===== config.mk =====
export PLATFORM = sky130hd
export DESIGN_NAME = sdram_port_arbiter
export DESIGN_NICKNAME = d
export VERILOG_FILES = /design/src/rtl/sdram_port_arbiter.sv
export SDC_FILE = /design/constraint.sdc
export NUM_CORES = 1
export LEC_CHECK = 0
export ABC_AREA = 1
export CAP_MARGIN = 20
export CELL_PAD_IN_SITES_DETAIL_PLACEMENT = 1
export CELL_PAD_IN_SITES_GLOBAL_PLACEMENT = 2
export CORE_UTILIZATION = 18
export CTS_BUF_LIST = sky130_fd_sc_hd__clkbuf_16
export DETAILED_ROUTE_END_ITERATION = 8
export GPL_TIMING_DRIVEN = 1
export PLACE_DENSITY_LB_ADDON = 0.12
export SYNTH_ARGS = -nofsm -noshare
export SYNTH_HDL_FRONTEND = slang
export SYNTH_SLANG_ARGS = --single-unit

===== constraint.sdc =====
create_clock -name clk -period 2.3 [get_ports clk]
set_input_delay 0.23 -clock clk [delete_from_list [all_inputs] [get_ports clk]]
set_output_delay 0.23 -clock clk [all_outputs]
set_load 0.05 [all_outputs]

===== src/rtl/sdram_port_arbiter.sv =====
`default_nettype none
// ============================================================================
// Module      : sdram_port_arbiter
// Description : Round-robin arbiter that shares one sdram_core control port
//               between NUM_PORTS requesters. It registers the winning
//               request, issues it to the core and tracks the single
//               outstanding transaction. Completions are routed back to the
//               owning port. A watchdog aborts transactions that the core
//               never completes.
// Revision    : 1.0 - initial release
// ============================================================================
module sdram_port_arbiter #(
    parameter int NUM_PORTS  = 4,
    parameter int ADDR_WIDTH = 24,
    parameter int DATA_WIDTH = 16,
    parameter int MASK_W     = DATA_WIDTH / 8,
    parameter int TIMEOUT    = 255
) (
    input  logic                            clk,
    input  logic                            rst,
    // requester side
    input  logic [NUM_PORTS-1:0]            p_rd,
    input  logic [NUM_PORTS*MASK_W-1:0]     p_wr,
    input  logic [NUM_PORTS*ADDR_WIDTH-1:0] p_addr,
    input  logic [NUM_PORTS*DATA_WIDTH-1:0] p_wdata,
    output logic [NUM_PORTS-1:0]            p_ack,
    output logic [NUM_PORTS-1:0]            p_rvalid,
    output logic [NUM_PORTS-1:0]            p_wvalid,
    output logic [NUM_PORTS-1:0]            p_error,
    output logic [DATA_WIDTH-1:0]           p_rdata,
    // core control port
    output logic                            m_rd,
    output logic [MASK_W-1:0]               m_wr,
    output logic [ADDR_WIDTH-1:0]           m_addr,
    output logic [DATA_WIDTH-1:0]           m_wdata,
    input  logic                            m_rdy,
    input  logic                            m_rvalid,
    input  logic                            m_wvalid,
    input  logic [DATA_WIDTH-1:0]           m_rdata,
    input  logic                            m_error
);

    // ------------------------------------------------------------------------
    // Constants
    // ------------------------------------------------------------------------
    localparam int c_PTR_W = (NUM_PORTS > 1) ? $clog2(NUM_PORTS) : 1;
    // A zero TIMEOUT disables the watchdog; keep the counter one bit wide so
    // the declaration stays legal.
    localparam int c_WD_W  = (TIMEOUT > 0) ? $clog2(TIMEOUT + 1) : 1;

    localparam logic [c_WD_W-1:0]  c_WD_LIMIT  = c_WD_W'(TIMEOUT);
    localparam bit                 c_WD_EN     = (TIMEOUT != 0);
    localparam logic [c_PTR_W-1:0] c_LAST_PORT = c_PTR_W'(NUM_PORTS - 1);
    localparam logic [NUM_PORTS-1:0] c_ONE_HOT0 = {{(NUM_PORTS-1){1'b0}}, 1'b1};

    // ------------------------------------------------------------------------
    // State machine encoding
    // ------------------------------------------------------------------------
    typedef enum logic [1:0] {
        S_IDLE  = 2'd0,   // waiting for any requester
        S_ISSUE = 2'd1,   // presenting the captured request to the core
        S_WAIT  = 2'd2    // request accepted, waiting for completion
    } state_t;

    state_t                 r_state;
    state_t                 w_state_nxt;

    // ------------------------------------------------------------------------
    // Registers and wires
    // ------------------------------------------------------------------------
    logic [c_PTR_W-1:0]     r_rr_ptr;
    logic [c_PTR_W-1:0]     r_owner;
    logic [c_WD_W-1:0]      r_wd_cnt;
    logic                   r_m_rd;
    logic [MASK_W-1:0]      r_m_wr;
    logic [ADDR_WIDTH-1:0]  r_m_addr;
    logic [DATA_WIDTH-1:0]  r_m_wdata;
    logic [NUM_PORTS-1:0]   r_ack;

    logic [NUM_PORTS-1:0]   w_req;
    logic [c_PTR_W-1:0]     w_grant;
    logic                   w_grant_vld;
    int                     w_idx;
    logic [NUM_PORTS-1:0]   w_grant_oh;
    logic [NUM_PORTS-1:0]   w_owner_oh;

    logic                   w_sel_rd;
    logic [MASK_W-1:0]      w_sel_wr;
    logic [ADDR_WIDTH-1:0]  w_sel_addr;
    logic [DATA_WIDTH-1:0]  w_sel_wdata;

    logic                   w_in_wait;
    logic                   w_complete;
    logic                   w_done_ok;
    logic                   w_expire;
    logic                   w_capture;
    logic                   w_accept;
    logic                   w_release;

    // ------------------------------------------------------------------------
    // Per-port request detection: a port asks for service when it raises its
    // read line or any byte-write strobe.
    // ------------------------------------------------------------------------
    for (genvar gi = 0; gi < NUM_PORTS; gi++) begin : g_req
        assign w_req[gi] = p_rd[gi] | (|p_wr[gi*MASK_W +: MASK_W]);
    end

    // Round-robin pick: scan from the highest offset down so the requester
    // closest to (at or after) r_rr_ptr is the last one written and wins.
    always_comb begin
        w_grant     = r_rr_ptr;
        w_grant_vld = 1'b0;
        w_idx       = 0;
        for (int k = NUM_PORTS - 1; k >= 0; k--) begin
            w_idx = int'(r_rr_ptr) + k;
            if (w_idx >= NUM_PORTS) begin
                w_idx = w_idx - NUM_PORTS;
            end
            if (w_req[w_idx]) begin
                w_grant     = c_PTR_W'(w_idx);
                w_grant_vld = 1'b1;
            end
        end
    end

    // Fields of the winning port; a combined read+write is treated as a read.
    assign w_sel_rd    = p_rd[w_grant];
    assign w_sel_wr    = p_rd[w_grant] ? '0
                                       : p_wr[int'(w_grant)*MASK_W +: MASK_W];
    assign w_sel_addr  = p_addr[int'(w_grant)*ADDR_WIDTH +: ADDR_WIDTH];
    assign w_sel_wdata = p_wdata[int'(w_grant)*DATA_WIDTH +: DATA_WIDTH];

    assign w_grant_oh  = c_ONE_HOT0 << w_grant;
    assign w_owner_oh  = c_ONE_HOT0 << r_owner;

    // ------------------------------------------------------------------------
    // Completion and watchdog conditions (meaningful only in S_WAIT)
    // ------------------------------------------------------------------------
    assign w_in_wait  = (r_state == S_WAIT);
    assign w_done_ok  = m_rvalid | m_wvalid;
    assign w_complete = w_done_ok | m_error;
    // A real completion in the same cycle as the limit takes precedence.
    assign w_expire   = c_WD_EN && (r_wd_cnt == c_WD_LIMIT) && !w_done_ok;

    // State register.
    always_ff @(posedge clk or posedge rst) begin
        if (rst) begin
            r_state <= S_IDLE;
        end else begin
            r_state <= w_state_nxt;
        end
    end

    // Next-state decode and the single-cycle control strobes.
    always_comb begin
        w_state_nxt = r_state;
        w_capture   = 1'b0;
        w_accept    = 1'b0;
        w_release   = 1'b0;
        case (r_state)
            S_IDLE: begin
                if (w_grant_vld) begin
                    w_capture   = 1'b1;
                    w_state_nxt = S_ISSUE;
                end
            end
            S_ISSUE: begin
                if (m_rdy && (r_m_rd || (|r_m_wr))) begin
                    w_accept    = 1'b1;
                    w_state_nxt = S_WAIT;
                end
            end
            S_WAIT: begin
                if (w_complete || w_expire) begin
                    w_release   = 1'b1;
                    w_state_nxt = S_IDLE;
                end
            end
            default: begin
                w_state_nxt = S_IDLE;
            end
        endcase
    end

    // Request capture into the core-facing registers; the command strobes
    // are dropped on acceptance so the core never sees the request twice.
    always_ff @(posedge clk or posedge rst) begin
        if (rst) begin
            r_owner   <= '0;
            r_ack     <= '0;
            r_m_rd    <= 1'b0;
            r_m_wr    <= '0;
            r_m_addr  <= '0;
            r_m_wdata <= '0;
        end else begin
            r_ack <= '0;
            if (w_capture) begin
                r_owner   <= w_grant;
                r_ack     <= w_grant_oh;
                r_m_rd    <= w_sel_rd;
                r_m_wr    <= w_sel_wr;
                r_m_addr  <= w_sel_addr;
                r_m_wdata <= w_sel_wdata;
            end
            if (w_accept) begin
                r_m_rd <= 1'b0;
                r_m_wr <= '0;
            end
        end
    end

    // Watchdog counter: restarts on acceptance, counts while waiting and
    // saturates at the limit.
    always_ff @(posedge clk or posedge rst) begin
        if (rst) begin
            r_wd_cnt <= '0;
        end else if (w_accept) begin
            r_wd_cnt <= '0;
        end else if (w_in_wait && (r_wd_cnt != c_WD_LIMIT)) begin
            r_wd_cnt <= r_wd_cnt + c_WD_W'(1);
        end
    end

    // Round-robin pointer moves past the owner whenever a transaction ends.
    always_ff @(posedge clk or posedge rst) begin
        if (rst) begin
            r_rr_ptr <= '0;
        end else if (w_release) begin
            r_rr_ptr <= (r_owner == c_LAST_PORT) ? '0 : r_owner + c_PTR_W'(1);
        end
    end

    // ------------------------------------------------------------------------
    // Outputs. Completion routing is combinational so the requester sees the
    // result in the same cycle the core reports it; anything arriving outside
    // S_WAIT has no owner and is dropped.
    // ------------------------------------------------------------------------
    assign p_ack    = r_ack;
    assign p_rvalid = (w_in_wait && m_rvalid) ? w_owner_oh : '0;
    assign p_wvalid = (w_in_wait && m_wvalid) ? w_owner_oh : '0;
    assign p_error  = (w_in_wait && (m_error || w_expire)) ? w_owner_oh : '0;
    assign p_rdata  = (w_in_wait && m_rvalid) ? m_rdata : '0;

    assign m_rd     = r_m_rd;
    assign m_wr     = r_m_wr;
    assign m_addr   = r_m_addr;
    assign m_wdata  = r_m_wdata;

endmodule
`default_nettype wire


==> impl_results.md <==
* Die W at approximately 160 µm
* Top-Level Pins at 269
* FF+latch area at 0.00153 mm²
* Buf/Inv on CP at 1
* Seq pwr share at 16.0%
* Clk Tree Root Cell: clkbuf_16
* DPL Wire Length at approximately 16000 µm
* Core area at approximately 0.025 mm²
* Final net count at 1210
* Mux contribution to synthesized area at 0%
* Synthesized area at about 0.0046 mm²
* Yosys cell types at 29
* Met3 wire len at 907 µm
* Most used DFF post-synth: dfrtp_1
* Fin crit period at 2130 ps
* Final Util at 33.9%
* Compound-Gate Fraction of Synth Area at 5.82%
* WP data required at 2070 ps
* Post-synth EDFFs at 0
* CP peak stage delay at approximately 380 ps
* Largest cells by area after synthesis: dfrtp_1 34%, nand2_1 30%, nand3_1 10%
* Antenna Cells at 0
* GPL Wtd Cong at 0.783
* Crit path kind: flop to output pin
* 1st-iter DRT viols at ~190
* Post-synth top cells: 364 x nand2_1, 92 x nand3_1, 61 x dfrtp_1, 48 x inv_1, 38 x nor2_1
* Leakage at about 4.0 nW
* Port bufs at 268
* Die Area at 0.0260 mm²
* Wire length on met2 at 9990 µm
* Period utilisation layout at 92.7%
* Yosys top cell by area: dfrtp_1
* DR vias at 5581
* Share of layout cells above drive strength 1 at approximately an eighth
* Worst VDD drop at 0.631 mV
* Crit Path Max Fanout at 4
* CP arrival at approximately 1900 ps
* Antenna-violating nets left at 0
* Adder-cell share of the synthesized area at 1.37%
* Crit path launch: r_wd_cnt[3]
* Worst-Margin Slew at 559 ps
* Achievable Freq at 0.469 GHz
* Num CTS Buffers at 9
* RSZ-0062 raised after global routing: no
* Internal power at 5.41 mW
* Synth warn at 0
* Remaining global-route overflow at 0
* Initial Utilization at approximately 19%
* Max-slew headroom at 62.6%
* Crit path max-delay family: simple AND/OR/NAND/NOR gates
* Antenna violations before repair at 0
* Final Hold Vio Count at 0
* Post-Route WL at 21000 µm
* Wire per inst at 15.7 µm
* Average cell area after synthesis at 6.20 µm²
* Max layer used: met4
* Worst setup EP type: output pin
* Endpoints failing setup at 0
* Worst-Skew Late Latency at 340 ps
* RR Startpoint: r_rr_ptr[0]
* Crit-path cells: nand2_1 > nor2_2 > nand4_1 > nor3_1 > o21ai_1 > nor2_1 > buf_12
* Syn Nets at about 930
* Status: finished, final reports clean
* Height of the die at approximately 160 µm
* Fillers at 3000
* Syn Inst Count at between 700 and 800
* Clock transition at the registers of the reported paths at 60 ps
* Slew Viols, Final at 0
* Sw power at around 6.0 mW
* 1st-pass router iterations at 4
* GRT Util Overall at 16.3%
* Synth Area in Simple Gates at between 40% and 50%
* Slowest library cell on the worst path: dfrtp_1
* Area Growth Syn to Fin at 83.3%
* H-tree lvl count at 3
* Most common cell in the synthesized netlist: nand2_1
* Type of the worst min-delay path: primary input to asynchronous set/reset pin
* Clock Skews at 9.91 ps
* Top cell type's share of synthesized area at 33.5%
* Worst setup SP type: flop
* Async S/R FF share, synth at 100%
* Post-synthesis sequential area ratio at 33.5%
* Largest net degree at the start of global routing at 62
* DRC errors left at 0
* Power Density at between 1000 and 1500 mW/mm²
* Final Power at 11.5 mW
* Clock tree from TritonCTS: yes
* Drt via density at 4.17
* Post-route met1 wirelength at 9920 µm
* Clk pwr share at 10.6%
* Global-route wire length before repair at 32800 µm
* Register bit count reported by yosys at 61
* Multi-input combinational cell area at 0.00263 mm²
* Combinational share of power at 73.4%
* Switching Fraction at about 53%
* Vias in the first global route at 5708
* Number of cell rows at 57
* Clk sinks at 61
* Max Cap Viol at 0
* Clock Tree Buf Depth at 2
* Xor/xnor share of the synthesized area at 0%
* Largest family of logic cells by synthesized area: simple AND/OR/NAND/NOR gates
[registers in the layout, summed over array words and instances (netlist names)]
name / cells
r_state: 2
m_wr: 2
r_wd_cnt: 8
r_rr_ptr: 2
p_ack: 4
m_wdata: 16
m_rd: 1
m_addr: 24
r_owner: 2
[area by class of cell]
cell class / instances / area share, %
repair buffers: 306 / 40.1
clock buffers: 9 / 2.70
flip-flops and latches: 61 / 18.3
clock inverters: 6 / 0.300
inverters: 51 / 2.35
multi-input cells: 582 / 31.4
well taps: 324 / 4.85
[worst register-to-register path: stages, from the launching register on]
cell,delay [ps]
dfrtp_2,470
inv_4,140
nand2_1,80
nand2_2,120
inv_1,50
nand2_1,60
nand2_1,50
nand2_1,90
nand3_2,120
nand2_4,150
buf_4,170
nor2_8,50
buf_12,140
nand2_1,60
nand3_1,80
o21a_1,170
[final timing paths]
| kind | to | slack, ps | cells past startpoint |
|---|---|---|---|
| setup / recovery | p_error[0] | 170 | 7 |
| hold / removal | m_addr[17] | 280 | 3 |
| setup reg to reg | m_wdata[3] | 220 | 15 |
| hold reg to reg | m_wdata[14] | 480 | 2 |
| max in group asynchronous | r_rr_ptr[0] | 1680 | 3 |
| min in group clk | m_wdata[14] | 480 | 2 |
[layer usage]
metal,global-route usage (%),vias to the layer above
li1,-,2836
met1,21.8,2595
met2,27.3,140
met3,2.72,10
met4,3.52,0
met5,0,-
[power by group through the flow]
stage	registers (mW)	logic, mW	clock network, mW
finish	1.83	8.41	1.22
global route	1.90	9.27	1.32
CTS	1.83	8.58	1.27
detailed placement	1.84	8.56	0
global placement	1.85	8.53	0
floorplan	3.13	4.08	0
[per-stage QoR]
| step | worst slack, ps | hold slack [ps] | instance area [µm²] | instances | TNS [ps] |
|---|---|---|---|---|---|
| 2_1_floorplan | 375 | 428 | 4560 | 735 | 0 |
| 6_report | 167 | 284 | 8350 | 1339 | 0 |
| 3_3_place_gp | -106 | 464 | 8050 | 1322 | -1820 |
| 5_1_grt | 7.78 | 332 | 8350 | 1339 | 0 |
| 3_5_place_dp | -131 | 469 | 8050 | 1322 | -3530 |
| 4_1_cts | 20.3 | 311 | 8300 | 1337 | 0 |
[layout by cell type, fill, tap and decap left out, types with 2 or more instances in the layout]
cell	n
nand2_1	362
clkdlybuf4s50_1	240
nand3_1	90
dfrtp_1	60
inv_1	50
nor2_1	37
buf_12	34
buf_4	30
or2_2	17
o21a_1	17
o21ai_0	12
clkbuf_16	9
nor3_1	8
nand3_2	7
nand2_2	6
a21oi_1	6
ha_1	5
inv_4	2
nor2_2	2
nand4_1	2
inv_2	2
a31oi_1	2
a211oi_1	2
clkinv_2	2
[cells by family (layout without fill, tap and decap cells)]
logic type	Yosys count	count (layout)
AO/OA/AOI/OAI	42	42
adder cells (fa/ha/maj)	5	5
buffers and inverters	92	372
flip-flops	61	61
AND/OR/NAND/NOR	535	535
[repair_timing]
| action | 4_1_cts | 5_1_grt |
|---|---|---|
| hold buffers | 0 | 0 |
| endpoints found under the setup margin | 0 | 43 |
| buffers inserted | 0 | 2 |
| gates resized for setup | 0 | 10 |
Power figures use the tool's default switching activity.
